### config.mk
export PLATFORM = sky130hd
export DESIGN_NAME = xy2_100_tx_flat
export DESIGN_NICKNAME = d
export VERILOG_FILES = /design/src/rtl/xy2_100_tx_if.sv /design/src/rtl/xy2_100_tx.sv /design/src/flat_wrapper.sv
export SDC_FILE = /design/constraint.sdc
export NUM_CORES = 1
export LEC_CHECK = 0
export CAP_MARGIN = 20
export CORE_UTILIZATION = 25
export CTS_BUF_LIST = sky130_fd_sc_hd__clkbuf_16
export DETAILED_ROUTE_END_ITERATION = 16
export MAX_ROUTING_LAYER = met4
export PLACE_DENSITY_LB_ADDON = 0.3
export SLEW_MARGIN = 25
export SYNTH_ARGS = -nofsm -noshare
export SYNTH_HDL_FRONTEND = slang
export SYNTH_SLANG_ARGS = --single-unit
### constraint.sdc
create_clock -name clk_ref -period 2.25 [get_ports clk_ref]
set_input_delay 0.3375 -clock clk_ref [delete_from_list [all_inputs] [get_ports clk_ref]]
set_output_delay 0.3375 -clock clk_ref [all_outputs]
set_load 0.01 [all_outputs]
### src/rtl/xy2_100_tx_if.sv
// rtl/xy2_100_tx_if.sv - position word handshake between a host and the XY2-100 transmitter
interface xy2_100_tx_if;
   logic [15:0] x_data;
   logic [15:0] y_data;
   logic        data_valid;
   logic        data_ready;

   modport master (output x_data, output y_data, output data_valid, input data_ready);
   modport slave  (input x_data, input y_data, input data_valid, output data_ready);
endinterface

### src/rtl/xy2_100_tx.sv
// rtl/xy2_100_tx.sv - XY2-100 transmitter serialising staged X/Y words into back-to-back 20-bit frames
module xy2_100_tx #(
   parameter int          CLK_DIV   = 10,
   parameter logic [2:0]  CTRL_BITS = 3'b001
) (
   input  logic         clk_ref,
   input  logic         reset,
   input  logic         en,
   xy2_100_tx_if.slave  data_if,
   output logic         xy_clk,
   output logic         xy_sync,
   output logic         xy_x,
   output logic         xy_y,
   output logic         frame_done,
   output logic         underrun,
   output logic         busy
);

   localparam int             DW       = (CLK_DIV > 1) ? $clog2(CLK_DIV) : 1;
   localparam logic [DW-1:0]  DIV_MAX  = DW'(CLK_DIV - 1);
   localparam logic [DW-1:0]  DIV_HALF = DW'(CLK_DIV / 2);
   localparam logic [4:0]     LAST_BIT = 5'd19;

   typedef enum logic [0:0] {IDLE, RUN} state_t;

   state_t        state, state_nxt;
   logic [DW-1:0] div_cnt, div_nxt;
   logic [4:0]    bit_idx, bit_nxt;
   logic [19:0]   frame_x, frame_y;
   logic [15:0]   stage_x, stage_y;
   logic          stage_full, stage_full_nxt;
   logic          data_ready_q;
   logic          accept, load;
   logic          xy_clk_nxt, xy_sync_nxt, xy_x_nxt, xy_y_nxt;
   logic          frame_done_nxt, underrun_nxt;

   function automatic logic [19:0] build_frame(input logic [15:0] d);
      build_frame = {CTRL_BITS, d, ^{CTRL_BITS, d}};
   endfunction

   assign accept             = data_if.data_valid & data_ready_q;
   assign data_if.data_ready = data_ready_q;
   assign busy               = (state == RUN);

   // A load can never coincide with an accept, but if it did the new word must stay staged.
   assign stage_full_nxt = (stage_full & ~load) | accept;

   always_comb begin
      state_nxt      = state;
      div_nxt        = div_cnt;
      bit_nxt        = bit_idx;
      load           = 1'b0;
      frame_done_nxt = 1'b0;
      underrun_nxt   = 1'b0;
      xy_clk_nxt     = 1'b0;
      xy_sync_nxt    = 1'b0;
      xy_x_nxt       = 1'b0;
      xy_y_nxt       = 1'b0;
      case (state)
         IDLE: begin
            if (en && stage_full) begin
               load      = 1'b1;
               state_nxt = RUN;
               div_nxt   = '0;
               bit_nxt   = 5'd0;
            end
         end
         RUN: begin
            xy_clk_nxt = (div_cnt < DIV_HALF);
            // Data and sync move only with the rising edge, holding through the falling edge.
            if (div_cnt == '0) begin
               xy_sync_nxt = (bit_idx != LAST_BIT);
               xy_x_nxt    = frame_x[LAST_BIT - bit_idx];
               xy_y_nxt    = frame_y[LAST_BIT - bit_idx];
            end else begin
               xy_sync_nxt = xy_sync;
               xy_x_nxt    = xy_x;
               xy_y_nxt    = xy_y;
            end
            if (div_cnt == DIV_MAX) begin
               div_nxt = '0;
               bit_nxt = (bit_idx == LAST_BIT) ? 5'd0 : bit_idx + 5'd1;
            end else begin
               div_nxt = div_cnt + DW'(1);
            end
            if (div_cnt == DIV_MAX && bit_idx == LAST_BIT) begin
               frame_done_nxt = 1'b1;
               if (!en) begin
                  state_nxt = IDLE;
               end else if (stage_full) begin
                  load = 1'b1;
               end else begin
                  underrun_nxt = 1'b1;
               end
            end
         end
         default: state_nxt = IDLE;
      endcase
   end

   always_ff @(posedge clk_ref) begin
      if (reset) begin
         state        <= IDLE;
         div_cnt      <= '0;
         bit_idx      <= 5'd0;
         frame_x      <= '0;
         frame_y      <= '0;
         stage_x      <= '0;
         stage_y      <= '0;
         stage_full   <= 1'b0;
         data_ready_q <= 1'b0;
         xy_clk       <= 1'b0;
         xy_sync      <= 1'b0;
         xy_x         <= 1'b0;
         xy_y         <= 1'b0;
         frame_done   <= 1'b0;
         underrun     <= 1'b0;
      end else begin
         state        <= state_nxt;
         div_cnt      <= div_nxt;
         bit_idx      <= bit_nxt;
         stage_full   <= stage_full_nxt;
         data_ready_q <= ~stage_full_nxt;
         if (accept) begin
            stage_x <= data_if.x_data;
            stage_y <= data_if.y_data;
         end
         // Without a load the frame registers keep the last words, which is the underrun repeat.
         if (load) begin
            frame_x <= build_frame(stage_x);
            frame_y <= build_frame(stage_y);
         end
         xy_clk     <= xy_clk_nxt;
         xy_sync    <= xy_sync_nxt;
         xy_x       <= xy_x_nxt;
         xy_y       <= xy_y_nxt;
         frame_done <= frame_done_nxt;
         underrun   <= underrun_nxt;
      end
   end

endmodule
### src/flat_wrapper.sv
// flat-port wrapper written by rule: the top's interface ports become plain ports
module xy2_100_tx_flat 
#(
   parameter int          CLK_DIV   = 10,
   parameter logic [2:0]  CTRL_BITS = 3'b001
)
  (clk_ref, reset, en, xy_clk, xy_sync, xy_x, xy_y, frame_done, underrun, busy, data_if_x_data, data_if_y_data, data_if_data_valid, data_if_data_ready);
  xy2_100_tx_if data_if_i ();
  input  logic clk_ref;
  input  logic reset;
  input  logic en;
  output logic xy_clk;
  output logic xy_sync;
  output logic xy_x;
  output logic xy_y;
  output logic frame_done;
  output logic underrun;
  output logic busy;
  input wire logic [$bits(data_if_i.x_data)-1:0] data_if_x_data;
  input wire logic [$bits(data_if_i.y_data)-1:0] data_if_y_data;
  input wire logic [$bits(data_if_i.data_valid)-1:0] data_if_data_valid;
  output wire logic [$bits(data_if_i.data_ready)-1:0] data_if_data_ready;
  assign data_if_i.x_data = data_if_x_data;
  assign data_if_i.y_data = data_if_y_data;
  assign data_if_i.data_valid = data_if_data_valid;
  assign data_if_data_ready = data_if_i.data_ready;
  xy2_100_tx #(.CLK_DIV(CLK_DIV), .CTRL_BITS(CTRL_BITS)) u_core (.clk_ref(clk_ref), .reset(reset), .en(en), .data_if(data_if_i), .xy_clk(xy_clk), .xy_sync(xy_sync), .xy_x(xy_x), .xy_y(xy_y), .frame_done(frame_done), .underrun(underrun), .busy(busy));
endmodule
==> reports/results.ini <==
[yosys]
yosys-top-cells-count=138 x nand2_1, 85 x dfxtp_1, 68 x a21oi_1
synth_area_um2=3772
synth_nets=479
synth_cell_types=38
synth_top_area_share=0.4511
avgSynthCellArea_um2=8.652
synth-edff-count=0
ys_async_sr_fraction=0
yosysSeqAreaShare=0.4511
synth.largest_area_cell=dfxtp_1
yosys-top-cells-area=dfxtp_1 45%, nand2_1 14%, a21oi_1 9.0%, xnor2_1 7.2%, mux4_1 4.9%
yosys_register_bits=85
yosys_warnings=0
synth.most_common_cell=nand2_1
ys.flop_type=dfxtp_1
syn_inst=436

[grt]
overflow=0
grt_max_degree=56
antenna_found_initial=0
grt_first_pass_wirelength_um=13250
grtUsageTotal=0.1079
grt_pass1_vias=2801

[drt]
drc=4
drt-initial-drc-count=161
met2_length_um=3423
avgViaCountPerCell=4.329
vias=2870
drt_pass1_iterations=10
wl_met1_um=3960
highest_layer=met4
wirelength_um=7746
met3_wirelength_um=261
ant_nets=0
wl_per_cell_um=11.68

[setup_path]
cp.required_ns=2.52
arrival_ns=2.25
end_kind=flip-flop
worstSetupPathType=flip-flop to flip-flop
cp-start-kind=flip-flop
cp_max_fo=34

[hold_path]
hold_class=input port to flip-flop

[sta]
period_minus_slack_ns=1.986
setup_tns_ns=0
slew_violations=0
hold_slack_ns=0.4325
skew_ns=0.007552
report.final.hold_viol_count=0
setup_ws_ns=0.2637
relSlewSlack=0.6840
setup_violations=0
timing.final.crit_share=0.8828
worstMarginPinSlew_ns=0.4740
max_clock_freq_mhz=503.5
rsz0062_at_grt=false

[clock_tree]
clkLatencyLatePin_ns=0.34
cts-root-buf=clkbuf_16
clk_pin_slew_ns=0.06
cts_resized=0
tritoncts=yes
post_cts_buffers=0
h-tree-depth=3
cts_made_buffers=9
cts_hold_buffers=0
cts_num_sinks=85
clk_path_buf_depth=2

[placed_design]
dpl_worst_slack_ns=0.2885
place.gp.congestion=0.7823
dp_hpwl_um=5402
port_buffers=43

[die]
initial_utilization=0.2576
die_area_um2=15590
core-area_um2=14640
rows=44
die_h_um=124.8
io_pins=44
die_width_um=124.8

[job]
maxCapViolations=0

[power]
leakage_nw=1.573
design_power_total_w=0.003326
pwr_density_cell_nw_per_um2=714.3
max-vdd-ir-drop_uv=415.2

[finish]
syn2layout_area_growth_pct=23.42
antenna_cells=0
final_nets=517
drive_gt1_frac=0.07098

[outcome]
status=complete, but fails checks
violations=design-rule violations

==> metal layers <==
metal,track usage,vias to the layer above
met5,-,-
met4,0.03443,0
met3,0.02792,7
met2,0.1656,42
met1,0.1383,1294
li1,-,1527
==> stage by stage <==
stage	cells	util	cell area (um2)
after global placement	647	0.2984	4369
after CTS	663	0.3179	4656
final	663	0.3179	4656
after global routing	663	0.3179	4656
after floorplan	436	-	3772
after detailed placement	647	0.2984	4369
==> final timing paths <==
kind	slack [ns]	start	endpoint	cells past startpoint
worst min register to register	0.45	u_core.frame_y[10]	u_core.frame_y[10]	2
worst min-delay path	0.43	reset	u_core.bit_idx[0]	2
worst max register to register	0.26	u_core.bit_idx[2]	u_core.frame_x[6]	8
worst max-delay path	0.26	u_core.bit_idx[2]	u_core.frame_x[6]	8
==> state kept, by name, summed over array words and instances (netlist names) <==
signal                     cells
u_core.frame_x                18
u_core.frame_y                17
u_core.stage_x                16
u_core.stage_y                16
u_core.bit_idx                 5
u_core.div_cnt                 4
u_core.busy                    1
u_core.data_if.data_ready      1
u_core.frame_done              1
u_core.stage_full              1
u_core.underrun                1
u_core.xy_clk                  1
u_core.xy_sync                 1
u_core.xy_x                    1
u_core.xy_y                    1
==> worst max-delay path, cell delays in order (launching register included) <==
cell	delay, ns
dfxtp_1	0.49
inv_1	0.13
ha_1	0.25
nand4_2	0.12
or2_1	0.26
a21o_1	0.24
buf_12	0.20
nand2_1	0.07
a21oi_1	0.14
==> area by class of cell <==
| cell class | count | area, um2 |
|---|---|---|
| clock inverters | 7 | 61.31 |
| inverters | 5 | 18.77 |
| flip-flops and latches | 85 | 1702 |
| fillers | 1587 | 9988 |
| repair buffers | 54 | 545.5 |
| well taps | 184 | 230.2 |
| multi-input cells | 319 | 1873 |
| clock buffers | 9 | 225.2 |
==> cell families after synthesis <==
| group | count (synthesis) | share of synthesized area |
|---|---|---|
| and+or+nand+nor | 179 | 0.1970 |
| AOI/OAI and AO/OA | 84 | 0.1231 |
| adders and majority gates | 7 | 0.02322 |
| DFF | 85 | 0.4511 |
| buffers and inverters | 32 | 0.05240 |
| muxes | 15 | 0.07430 |
| xor gates and xnor gates | 34 | 0.07894 |
==> cells in the final DEF, fill, tap and decap left out, types with 2 or more instances in the layout <==
cell / instances
nand3_1: 2
clkinvlp_4: 2
and2_1: 2
clkdlybuf4s50_1: 42
dfxtp_1: 85
o21ai_1: 3
o211ai_1: 2
inv_6: 2
mux2_2: 3
xnor2_1: 31
mux2i_1: 4
a311oi_1: 2
nor2_1: 17
nand3b_1: 4
a21o_1: 4
buf_12: 3
nor3_1: 4
buf_4: 8
a21oi_1: 68
nand2_1: 138
inv_1: 5
mux4_1: 7
ha_1: 7
nand2b_1: 4
clkbuf_16: 9
xor2_1: 3
==> power by group <==
part | internal (W) | switching, W | total, W | leakage [nW]
Sequential | 0.00155 | 0.0000385 | 0.00158 | 0.689
Combinational | 0.000176 | 0.000157 | 0.000333 | 0.752
Clock | 0.000763 | 0.000645 | 0.00141 | 0.133
(Power assumes the default switching activity.)
